[src/rtl/pipe_pkg.sv]
// rtl/pipe_pkg.sv - shared forward-select encodings and sequencer state type for pipe_ctrl
package pipe_pkg;

  localparam logic [1:0] FWD_NONE = 2'b00;
  localparam logic [1:0] FWD_M    = 2'b01;
  localparam logic [1:0] FWD_W    = 2'b10;

  typedef enum logic [1:0] {
    RUN      = 2'b00,
    MEM_WAIT = 2'b01,
    DRAIN    = 2'b10,
    HALT     = 2'b11
  } state_t;

endpackage

[src/rtl/fwd_sel.sv]
// rtl/fwd_sel.sv - one operand's forward select from M/W destination matches (M wins over W)
module fwd_sel
  import pipe_pkg::*;
#(
  parameter int REG_SIZE = 5
) (
  input  logic [REG_SIZE-1:0] raddr,
  input  logic                use_rs,
  input  logic [REG_SIZE-1:0] wreg_m,
  input  logic                wen_m,
  input  logic [REG_SIZE-1:0] wreg_w,
  input  logic                wen_w,
  output logic [1:0]          sel
);

  logic hit_m;
  logic hit_w;

  // x0 is never a forwarding source: it always reads as zero.
  assign hit_m = use_rs & wen_m & (wreg_m != '0) & (wreg_m == raddr);
  assign hit_w = use_rs & wen_w & (wreg_w != '0) & (wreg_w == raddr);

  always_comb begin
    sel = FWD_NONE;
    if (hit_m)      sel = FWD_M;
    else if (hit_w) sel = FWD_W;
  end

endmodule

[src/rtl/pipe_ctrl.sv]
// rtl/pipe_ctrl.sv - 5-stage pipeline sequencer/hazard controller; PIPE_CTRL_PERF_EN adds stall/flush counters
module pipe_ctrl
  import pipe_pkg::*;
#(
  parameter int REG_SIZE = 5,
  parameter int CNT_W    = 32
) (
  input  logic                clk,
  input  logic                reset,
  input  logic [REG_SIZE-1:0] raddr1D,
  input  logic [REG_SIZE-1:0] raddr2D,
  input  logic                useRs1D,
  input  logic                useRs2D,
  input  logic                controllchangeD,
  input  logic [REG_SIZE-1:0] raddr1E,
  input  logic [REG_SIZE-1:0] raddr2E,
  input  logic [REG_SIZE-1:0] writeRegE,
  input  logic [REG_SIZE-1:0] writeRegM,
  input  logic [REG_SIZE-1:0] writeRegW,
  input  logic                regWriteE,
  input  logic                regWriteM,
  input  logic                regWriteW,
  input  logic                mem2regE,
  input  logic                mem2regM,
  input  logic                memWriteM,
  input  logic                validE,
  input  logic                validM,
  input  logic                validW,
  input  logic                finishE,
  input  logic                finishW,
  input  logic                dmem_ack,
  output logic                enF,
  output logic                enD,
  output logic                enE,
  output logic                enM,
  output logic                enW,
  output logic                flushD,
  output logic                flushE,
  output logic [1:0]          forward1D,
  output logic [1:0]          forward2D,
  output logic [1:0]          forward1E,
  output logic [1:0]          forward2E,
`ifdef PIPE_CTRL_PERF_EN
  output logic [CNT_W-1:0]    stallCnt,
  output logic [CNT_W-1:0]    flushCnt,
`endif
  output logic                halt
);

  state_t state;
  logic   halt_q;

  logic live_e, live_m, live_w, fwd_m_ok;
  logic e1, e2, m1, m2;
  logic loaduse, brhaz, dstall;
  logic memreq, memstall, finish_e, draining;
  logic stall_evt;
  logic [1:0] f1d, f2d, f1e, f2e;

  assign live_e   = regWriteE & validE & (writeRegE != '0);
  assign live_m   = regWriteM & validM & (writeRegM != '0);
  assign live_w   = regWriteW & validW;
  assign fwd_m_ok = regWriteM & validM & ~mem2regM;

  assign e1 = live_e & (writeRegE == raddr1D);
  assign e2 = live_e & (writeRegE == raddr2D);
  assign m1 = live_m & (writeRegM == raddr1D);
  assign m2 = live_m & (writeRegM == raddr2D);

  // Load-use blocks even unused operands; branch compares in D also wait on ALU results in E.
  assign loaduse = mem2regE & (e1 | e2);
  assign brhaz   = (useRs1D & (e1 | (mem2regM & m1))) |
                   (useRs2D & (e2 | (mem2regM & m2)));
  assign dstall  = loaduse | brhaz;

  assign memreq   = validM & (mem2regM | memWriteM);
  assign memstall = memreq & ~dmem_ack;
  assign finish_e = finishE & validE;
  assign draining = (state == DRAIN) | (((state == RUN) | (state == MEM_WAIT)) & finish_e);

  fwd_sel #(.REG_SIZE(REG_SIZE)) u_fwd1d (
    .raddr(raddr1D), .use_rs(useRs1D), .wreg_m(writeRegM), .wen_m(fwd_m_ok),
    .wreg_w(writeRegW), .wen_w(1'b0), .sel(f1d)
  );
  fwd_sel #(.REG_SIZE(REG_SIZE)) u_fwd2d (
    .raddr(raddr2D), .use_rs(useRs2D), .wreg_m(writeRegM), .wen_m(fwd_m_ok),
    .wreg_w(writeRegW), .wen_w(1'b0), .sel(f2d)
  );
  fwd_sel #(.REG_SIZE(REG_SIZE)) u_fwd1e (
    .raddr(raddr1E), .use_rs(1'b1), .wreg_m(writeRegM), .wen_m(fwd_m_ok),
    .wreg_w(writeRegW), .wen_w(live_w), .sel(f1e)
  );
  fwd_sel #(.REG_SIZE(REG_SIZE)) u_fwd2e (
    .raddr(raddr2E), .use_rs(1'b1), .wreg_m(writeRegM), .wen_m(fwd_m_ok),
    .wreg_w(writeRegW), .wen_w(live_w), .sel(f2e)
  );

  always_comb begin
    enF       = 1'b1;
    enD       = 1'b1;
    enE       = 1'b1;
    enM       = 1'b1;
    enW       = 1'b1;
    flushD    = 1'b0;
    flushE    = 1'b0;
    stall_evt = 1'b0;
    forward1D = f1d;
    forward2D = f2d;
    forward1E = f1e;
    forward2E = f2e;
    if (!reset) begin
      {enF, enD, enE, enM, enW} = '0;
      forward1D = FWD_NONE;
      forward2D = FWD_NONE;
      forward1E = FWD_NONE;
      forward2E = FWD_NONE;
    end else if (state == HALT) begin
      {enF, enD, enE, enM, enW} = '0;
    end else if (memstall) begin
      {enF, enD, enE, enM, enW} = '0;
      stall_evt = 1'b1;
    end else if (draining) begin
      enF    = 1'b0;
      enD    = 1'b0;
      flushE = 1'b1;
    end else if (dstall) begin
      enF       = 1'b0;
      enD       = 1'b0;
      flushE    = 1'b1;
      stall_evt = 1'b1;
    end else begin
      flushD = controllchangeD;
    end
  end

  always_ff @(posedge clk or negedge reset) begin
    if (!reset) begin
      state  <= RUN;
      halt_q <= 1'b0;
    end else begin
      case (state)
        RUN: begin
          if (memstall)      state <= MEM_WAIT;
          else if (finish_e) state <= DRAIN;
        end
        MEM_WAIT: begin
          // Completion cycle advances like RUN, so a finish sitting in E must start the drain here.
          if (!memstall) state <= finish_e ? DRAIN : RUN;
        end
        DRAIN: begin
          if (finishW & validW) begin
            state  <= HALT;
            halt_q <= 1'b1;
          end
        end
        default: state <= HALT;
      endcase
    end
  end

  assign halt = halt_q;

`ifdef PIPE_CTRL_PERF_EN
  always_ff @(posedge clk or negedge reset) begin
    if (!reset) begin
      stallCnt <= '0;
      flushCnt <= '0;
    end else begin
      if (stall_evt) stallCnt <= stallCnt + 1'b1;
      if (flushD)    flushCnt <= flushCnt + 1'b1;
    end
  end
`endif

endmodule

[config.mk]
export PLATFORM = sky130hd
export DESIGN_NAME = pipe_ctrl
export DESIGN_NICKNAME = d
export VERILOG_FILES = /design/src/rtl/pipe_pkg.sv /design/src/rtl/fwd_sel.sv /design/src/rtl/pipe_ctrl.sv
export SDC_FILE = /design/constraint.sdc
export NUM_CORES = 1
export LEC_CHECK = 0
export ABC_AREA = 1
export BUFFER_PORTS_ARGS = -buffer_cell sky130_fd_sc_hd__buf_4
export CORE_UTILIZATION = 42
export DETAILED_ROUTE_END_ITERATION = 12
export PLACE_DENSITY_LB_ADDON = 0.1
export SETUP_SLACK_MARGIN = 0.2
export SYNTH_ARGS = -nofsm -noshare
export SYNTH_HDL_FRONTEND = slang
export SYNTH_SLANG_ARGS = --single-unit
export TNS_END_PERCENT = 30
[constraint.sdc]
create_clock -name clk -period 1.6 [get_ports clk]
set_input_delay 0.32 -clock clk [delete_from_list [all_inputs] [get_ports clk]]
set_output_delay 0.32 -clock clk [all_outputs]
set_load 0.01 [all_outputs]
==> run_results.csv, run 1 <==
group,metric,value,unit
drt,ant_nets,0,
synth,yosysSeqAreaShare,7.44,%
setup_path,cpMaxStageDelayCell,"dfrtp_1",
global_route,grt_pass1_wl,5250,microns
drt,post_drt_wl_per_cell,10.9,microns
cts,htree_levels,1,
placed_design,port_buffers,65,
synth,syn_inst,186,
timing,rsz0062_at_grt,"yes",
global_route,grt.total_usage,25.6,%
finish,syn2layout_area_growth,74.3,%
setup_path,cp_data_arrival_time,1.40,ns
timing,fin_crit,1.72,ns
setup_path,cp.required,1.28,ns
drt,vias_per_cell,4.90,
finish,n_fill_cell,180,
setup_path,cp-end-kind,"primary output",
cts,cts_sinks,3,
finish,stdcell_area,0.00176,sq mm
power,power_density,308,mW/mm^2
setup_path,r2r_slack,0.44,ns
finish,drive_gt1_share,44.9,%
synth,synth.distinct_cells,32,
global_route,grt_pass1_vias,1261,
drt,post-route-drc-count,0,
timing,finalMaxSlewViolations,0,
flow_run,drv_cap,0,
die,ioPinCount,68,
synth,avgSynthCellArea,5.42,sq um
die,die_h,51,microns
timing,setup_viol,6,
cts,clk_latency,0.23,ns
drt,routed_wl,3210,microns
die,core_area,0.00223,sq mm
die,fp.dieW,51,microns
setup_path,cp_cell_sequence,"inv_2 > nor2_4 > a31oi_1 > a21boi_4 > nand3_2 > nor2_2 > buf_4",
timing,finalSetupTns,-0.502,ns
cts,cts_tree,"done",
die,start_util,45.2,%
global_route,grt_max_degree,9,
synth,yosysWarnings,0,
power,leakagePower,0.962,nW
drt,drtPass1Iterations,4,
timing,fin_crit_sh,108,%
cts,path_clk_slew,0.04,ns
cts,root_buffer,"clkbuf_4",
global_route,grt.overflow.total,0,
synth,ys_ff_latch,3,
finish,nNetsFinal,318,
power,vdd_ir_drop_max,453,uV
die,die_area,0.00260,sq mm
placed_design,place_congestion,0.808,
timing,layout_setup_ws,-0.120,ns
run_status,outcome,"finished with violations",
synth,syn-cell-area,0.00101,sq mm
setup_path,startpoint_type,"register",
finish,diodes,0,
setup_path,max_stage_delay,0.38,ns
setup_path,critPathMaxFanout,3,
placed_design,post-dp-hpwl,2510,microns
placed_design,place_area,0.00158,sq mm
cts,clk_path_buf_depth,2,
run_status,violations,"setup timing",
timing,clock_skew,0.00571,ns
drt,first_iter_violations,39,
cts,cts_buffers,3,
die,num_rows,17,
global_route,antenna_found_initial,0,
timing,fmax,581,MHz
drt,num_vias,1437,
worst_hold_path,hold_path_class,"in2reg",
setup_path,criticalPathCategory,"reg2out",
timing,hold_violations,0,
cell families after synthesis:
logic type             count (synthesis)  synth area share (%)
buffers and inverters                 46                  19.1
flip-flops                             3                  7.44
other                                  1                 0.372
AO/OA/AOI/OAI                         26                  18.1
XOR/XNOR                              14                  12.2
AND/OR/NAND/NOR                       96                  42.8
through the flow:
step	power (mW)	utilization, %	hold slack (ns)	setup slack, ns	instances
final	0.542	78.7	0.343	-0.120	293
after global routing	0.582	78.7	0.351	-0.193	293
after CTS	0.533	76.3	0.339	-0.112	291
after detailed placement	0.382	70.9	0.130	-0.0826	285
after global placement	0.381	70.9	0.131	-0.0839	285
after floorplan	0.219	-	0.0244	0.130	187
final timing paths:
check,from,endpoint,depth (start not counted)
worst max-delay path,state[1],flushD,7
worst min-delay path,finishW,halt,2
worst max register to register,state[0],state[0],6
worst min register to register,halt,halt,1
max in group asynchronous,reset,halt,2
min in group asynchronous,reset,state[1],2
worst max-delay path, delay by kind of cell, from the launching register on:
family | cells | cell delay, ns
AO/OA/AOI/OAI | 2 | 0.35
buffers and inverters | 2 | 0.21
flip-flops | 1 | 0.38
AND/OR/NAND/NOR | 3 | 0.23
cell usage after synthesis (all sizes together):
library cell | number | area share, %
nand2 | 43 | 17
inv | 39 | 15
nor2 | 26 | 9.9
nand3 | 13 | 7.9
o21ai | 7 | 3.8
xnor2 | 7 | 6.1
xor2 | 7 | 6.1
buf | 6 | 4.2
nand4 | 6 | 3.7
nor3 | 6 | 3.5
a21oi | 4 | 2.0
o22ai | 4 | 2.5
dfrtp | 3 | 7.4
o221ai | 3 | 2.6
a211oi | 2 | 1.5
o211ai | 2 | 1.5
a21boi | 1 | 1.9
a221oi | 1 | 0.87
a31o | 1 | 0.87
a31oi | 1 | 0.62
clkinv | 1 | 0.37
conb | 1 | 0.37
or2 | 1 | 0.62
or3 | 1 | 0.62
repair_timing:
item / 4_1_cts / 5_1_grt
endpoints found under the hold margin: 3 / 0
resized for setup: 24 / 10
endpoints found under the setup margin: 13 / 13
hold buffers: 1 / 0
pin swaps: 9 / 8
buffers inserted: 1 / 2
placed cells by master (no fill, tap or decap), types with 2 or more instances in the layout:
| cell | Yosys | layout |
|---|---|---|
| o21ai_0 | 3 | 2 |
| nand2_2 | 2 | 2 |
| xor2_1 | 7 | 7 |
| conb_1 | 1 | 2 |
| a211oi_2 | 0 | 2 |
| inv_1 | 34 | 29 |
| buf_4 | 5 | 68 |
| nand4_1 | 6 | 6 |
| nor2_4 | 0 | 3 |
| o22ai_1 | 4 | 4 |
| dfrtp_1 | 3 | 3 |
| nand3_2 | 3 | 5 |
| inv_2 | 5 | 9 |
| nor2_1 | 25 | 17 |
| nor3_1 | 5 | 3 |
| a21oi_1 | 4 | 3 |
| xnor2_1 | 7 | 7 |
| nand3_1 | 10 | 8 |
| o221ai_1 | 3 | 3 |
| clkbuf_4 | 0 | 3 |
| buf_6 | 0 | 11 |
| o21ai_1 | 3 | 4 |
| nor3_2 | 1 | 3 |
| nor2_2 | 1 | 6 |
| nand2_1 | 41 | 41 |
| o211ai_1 | 2 | 2 |
sequential cells by signal (all words and copies together), names as in the netlist:
| register | count |
|---|---|
| halt | 1 |
| state | 2 |
layer usage:
layer | vias to the layer above | global-route usage [%] | wire, microns
met4 | 0 | 3.70 | 28
met1 | 624 | 33.3 | 1400
met2 | 62 | 44.7 | 1580
li1 | 745 | - | -
met5 | - | 0 | 0
met3 | 6 | 3.87 | 198
power breakdown:
| part | switching [mW] | internal, mW |
|---|---|---|
| logic | 0.163 | 0.170 |
| registers | 0 | 0.0763 |
| clock network | 0.0392 | 0.0934 |
| total | 0.202 | 0.339 |
final cells by class:
type | instances | area (sq um) | share of cell area, %
Multi-Input combinational cell | 138 | 825 | 46.9
Timing Repair Buffer | 80 | 644 | 36.7
Tap cell | 28 | 35.0 | 1.99
Clock buffer | 4 | 26.3 | 1.49
Inverter | 40 | 153 | 8.68
Sequential cell | 3 | 75.1 | 4.27
(Power assumes the default switching activity.)
==> run 2: changes to the inputs <==
Settings changed: CELL_PAD_IN_SITES_DETAIL_PLACEMENT set to 1, CELL_PAD_IN_SITES_GLOBAL_PLACEMENT set to 1, CORE_UTILIZATION 42 to 26.
==> run 2 against run 1 <==
Effect of this change:
- the run still ends with setup timing left
- final cell count rose by 7.5%
- flip-flop and latch count did not move
- register-to-register slack improved by 0.06 ns
- critical endpoint unchanged
- largest cell class unchanged
- largest power group unchanged
==> run_results.csv, run 2 (synthesis gave the netlist of run 1 again) <==
group,metric,value,unit
setup_path,criticalPathCategory,"reg2out",
timing,fin_crit,1.70,ns
worst_hold_path,hold_path_class,"in2reg",
cts,cts_tree,"done",
drt,num_vias,1444,
drt,drtPass1Iterations,4,
finish,regMostFlops,"state",
drt,post_drt_wl_per_cell,12.1,microns
drt,first_iter_violations,40,
power,power_density,353,mW/mm^2
placed_design,place_congestion,0.763,
timing,layout_setup_ws,-0.104,ns
setup_path,critical-path-top-delay-family,"flip-flops",
finish,diodes,0,
die,die_area,0.00413,sq mm
timing,clock_skew,0.00327,ns
finish,most-common-layout-cells,"65 x buf_4, 40 x nand2_1, 24 x inv_1",
cts,clk_latency,0.22,ns
setup_path,cp_data_arrival_time,1.38,ns
timing,rsz0062_at_grt,"yes",
timing,fmax,587,MHz
global_route,grt_pass1_wl,6300,microns
cts,path_clk_slew,0.03,ns
global_route,grt.total_usage,19.1,%
global_route,grt.overflow.total,0,
timing,hold_violations,0,
global_route,grt_max_degree,9,
run_status,violations,"setup timing",
die,num_rows,22,
power,power,0.660,mW
setup_path,cp.required,1.28,ns
setup_path,crit_buf_inv,2,
global_route,antenna_found_initial,0,
placed_design,port_buffers,65,
cts,htree_levels,1,
setup_path,cpMaxStageDelayCell,"dfrtp_1",
timing,setup_viol,6,
drt,vias_per_cell,4.58,
die,die_h,64.3,microns
finish,nNetsFinal,320,
placed_design,post-dp-hpwl,3230,microns
drt,routed_wl,3820,microns
flow_run,drv_cap,0,
die,start_util,27.3,%
setup_path,cp_cell_sequence,"inv_2 > nor2_4 > a31oi_1 > a21boi_4 > nand3_2 > nor2_2 > buf_4",
cts,cts_buffers,3,
die,fp.dieW,64.3,microns
drt,post-route-drc-count,0,
finish,final_util,50.7,%
finish,final_common_cell,"buf_4",
cts,cts_sinks,3,
setup_path,max_stage_delay,0.38,ns
cts,root_buffer,"clkbuf_8",
die,core_area,0.00369,sq mm
finish,largest_register_ffs,2,
run_status,outcome,"finished with violations",
setup_path,startpoint_type,"register",
power,vdd_ir_drop_max,360,uV
drt,ant_nets,0,
timing,finalMaxSlewViolations,0,
die,ioPinCount,68,
finish,drive_gt1_share,49.4,%
cts,clk_path_buf_depth,2,
power,leakagePower,0.993,nW
timing,fin_crit_sh,107,%
global_route,grt_pass1_vias,1461,
placed_design,place_ws,-0.110,ns
setup_path,critPathMaxFanout,3,
finish,n_fill_cell,510,
setup_path,cp-end-kind,"primary output",
finish,syn2layout_area_growth,85.4,%
[run 2: changes by cell type in the layout (fill, tap and decap cells not counted), moves of 3 or more]
cell / before / now
clkbuf_8: 0 / 3
clkbuf_4: 3 / 0
buf_4: 68 / 65
inv_4: 1 / 4
inv_1: 29 / 24
buf_6: 11 / 15
[run 2: layout make-up]
type	count	area, sq um	area share [%]
clock buffers	4	45.0	2.41
repair buffers	82	682	36.5
well taps	48	60.1	3.21
multi-input cells	138	846	45.2
flip-flops and latches	3	76.3	4.08
inverters	40	160	8.57
[run 2: worst paths after layout]
path	slack, ns	depth (start not counted)	to	startpoint
worst max-delay path	-0.10	7	flushD	state[1]
worst min-delay path	0.36	2	halt	finishW
min in group asynchronous	0.51	2	state[1]	reset
max in group asynchronous	0.92	2	state[0]	reset
worst min register to register	0.46	1	halt	halt
worst max register to register	0.50	6	state[0]	state[0]
[run 2: what timing repair did]
action                                  in CTS  in global routing
hold buffers                                 1                  0
setup buffers                                0                  1
gates resized for setup                     39                 15
pin swaps                                    9                 15
endpoints found under the setup margin      13                 13
endpoints found under the hold margin        3                  0
cloned                                       0                  0
[run 2: where the power goes]
group / switching [mW] / internal (mW) / leakage [nW]
combinational: 0.176 / 0.186 / 0.939
clock: 0.0516 / 0.170 / 0.0228
sequential: 0 / 0.0764 / 0.0312
total: 0.227 / 0.432 / 0.993
[run 2: routing by layer]
| metal | track usage [%] | vias up | wire (microns) |
|---|---|---|---|
| met5 | 0 | - | 0 |
| met4 | 1.67 | 0 | 0 |
| met3 | 1.25 | 0 | 132 |
| met2 | 36.7 | 36 | 1960 |
| met1 | 23.5 | 648 | 1730 |
| li1 | - | 760 | - |
[run 2: stage by stage]
step	instances	hold slack [ns]	TNS, ns	area (sq um)
after global routing	315	0.366	-0.903	1870
after floorplan	187	0.0244	0	1030
after detailed placement	309	0.136	-0.713	1640
after global placement	309	0.136	-0.631	1640
final	315	0.361	-0.435	1870
after CTS	314	0.359	-0.427	1830
==> run 3: changes to the inputs <==
Settings changed: CORE_MARGIN set to 2.
==> run 3 against run 2 <==
Effect of this change:
- the flow still finishes with violations (setup timing)
- critical path depth is the same
- critical path type unchanged
- register-to-register slack better by 0.08 ns
- highest routed layer is now met4
- critical endpoint unchanged
- design area is 1.9% higher
- flip-flop and latch count stayed put
- final cell count unchanged
- setup slack about the same
- global-route usage decreased by 1.8 points
==> run_results.csv, run 3 (synthesis gave the netlist of run 1 again) <==
group,metric,value,unit
drt,drtPass1Iterations,4,
timing,fmax,587,MHz
cts,htree_levels,1,
setup_path,criticalPathCategory,"reg2out",
cts,clk_path_buf_depth,2,
timing,layout_setup_ws,-0.104,ns
global_route,grt.overflow.total,0,
die,start_util,27.3,%
die,fp.dieW,66.3,microns
power,p_sw,0.225,mW
drt,post-route-drc-count,0,
die,core_area,0.00369,sq mm
global_route,antenna_found_initial,0,
cts,clk_latency,0.21,ns
cts,root_buffer,"clkbuf_8",
global_route,grt_pass1_wl,5980,microns
cts,cts_sinks,3,
timing,setup_viol,7,
worst_hold_path,hp-start,"finishW",
setup_path,reg2reg_to,"state[0]",
setup_path,cp_data_arrival_time,1.38,ns
placed_design,place_ws,-0.107,ns
finish,final_common_cell,"buf_4",
drt,vias_per_cell,4.54,
die,die_h,66.3,microns
drt,first_iter_violations,16,
worst_hold_path,hold_path_class,"in2reg",
drt,routed_wl,3800,microns
finish,nNetsFinal,320,
finish,drive_gt1_share,50.9,%
finish,largest_register_ffs,2,
run_status,outcome,"finished with violations",
finish,syn2layout_area_growth,88.8,%
drt,num_vias,1431,
power,vdd_ir_drop_max,597,uV
setup_path,rr_startpoint,"state[1]",
cts,cts_tree,"done",
worst_hold_path,min_path_cells,2,
timing,rsz0062_at_grt,"yes",
die,num_rows,22,
timing,hold_violations,0,
run_status,violations,"setup timing",
cts,path_clk_slew,0.03,ns
global_route,grt_pass1_vias,1424,
drt,ant_nets,0,
power,clockPowerShare,32.5,%
finish,regMostFlops,"state",
timing,finalMaxSlewViolations,0,
drt,post_drt_wl_per_cell,12.1,microns
flow_run,drv_cap,0,
power,power_density,348,mW/mm^2
finish,diodes,0,
placed_design,place_congestion,0.782,
power,pwr-share-seq,11.5,%
setup_path,critPathMaxFanout,3,
placed_design,place_area,0.00164,sq mm
power,combPwrFrac,55.9,%
cts,cts_buffers,3,
die,die_area,0.00439,sq mm
finish,most-common-layout-cells,"63 x buf_4, 39 x nand2_1, 25 x inv_1",
power,leakagePower,1.00,nW
setup_path,startpoint_type,"register",
timing,fin_crit,1.70,ns
setup_path,cp.required,1.28,ns
worst_hold_path,min_to,"halt",
timing,clock_skew,0.00377,ns
power,intPower,0.438,mW
finish,stdcell_area,0.00190,sq mm
global_route,grt_max_degree,9,
global_route,grt.total_usage,17.2,%
timing,hold_slack,0.371,ns
placed_design,post-dp-hpwl,3240,microns
power,switching_share,34.0,%
timing,fin_crit_sh,107,%
placed_design,port_buffers,65,
die,ioPinCount,68,
finish,final_util,51.6,%
setup_path,cp-end-kind,"primary output",
setup_path,r2r_slack,0.58,ns
setup_path,r2r_cells,5,
-- run 3: power by group through the flow --
stage               clock [mW]  sequential (mW)  combinational (mW)
CTS                      0.219           0.0764               0.356
finish                   0.216           0.0765               0.371
global route             0.230           0.0764               0.408
detailed placement           0           0.0773               0.323
floorplan                    0           0.0773               0.142
global placement             0           0.0773               0.318
-- run 3: stage by stage --
step | setup TNS (ns) | total power, mW | cells
global route | -0.936 | 0.715 | 315
CTS | -0.381 | 0.652 | 315
finish | -0.382 | 0.663 | 315
detailed placement | -0.710 | 0.400 | 309
floorplan | 0 | 0.219 | 187
global placement | -0.560 | 0.395 | 309
-- run 3: critical path, cell delays in order, from the launching register on --
cell and delay [ns]:
dfrtp_1 0.38, inv_2 0.08, nor2_2 0.04, a31oi_1 0.15
a21boi_4 0.22, nand3_2 0.11, nor2_2 0.09, buf_4 0.12
-- run 3: how the worst max path moves through the flow --
stage,start,cells past startpoint,slack [ns],endpoint
2_1_floorplan,writeRegM[4],9,0.13,enF
3_3_place_gp,writeRegM[3],7,-0.11,forward2E[1]
3_5_place_dp,writeRegM[3],7,-0.11,forward2E[1]
4_1_cts,state[1],7,-0.1,flushD
5_1_grt,state[1],7,-0.19,flushD
6_report,state[1],7,-0.10,flushD
-- run 3: area by class of cell --
| cell class | instances | area [sq um] |
|---|---|---|
| fill | 518 | 1780 |
| inverter | 40 | 158 |
| tap | 48 | 60.1 |
| multi-input combinational | 138 | 881 |
| timing repair buffer | 82 | 686 |
| sequential | 3 | 75.1 |
| clock buffer | 4 | 45.0 |
-- run 3: repair_timing --
item	4_1_cts	5_1_grt
hold endpoints to repair	3	0
pin swaps	12	17
gates resized for setup	36	22
setup endpoints to repair	13	13
setup buffers	1	0
hold buffers	1	0
-- run 3: routing by layer --
layer	vias to the layer above	part of all wire, %	track usage, %
li1	752	-	-
met1	643	44	21.2
met2	34	52	32.6
met3	2	3.6	2.39
met4	0	0.76	1.28
met5	-	0	0
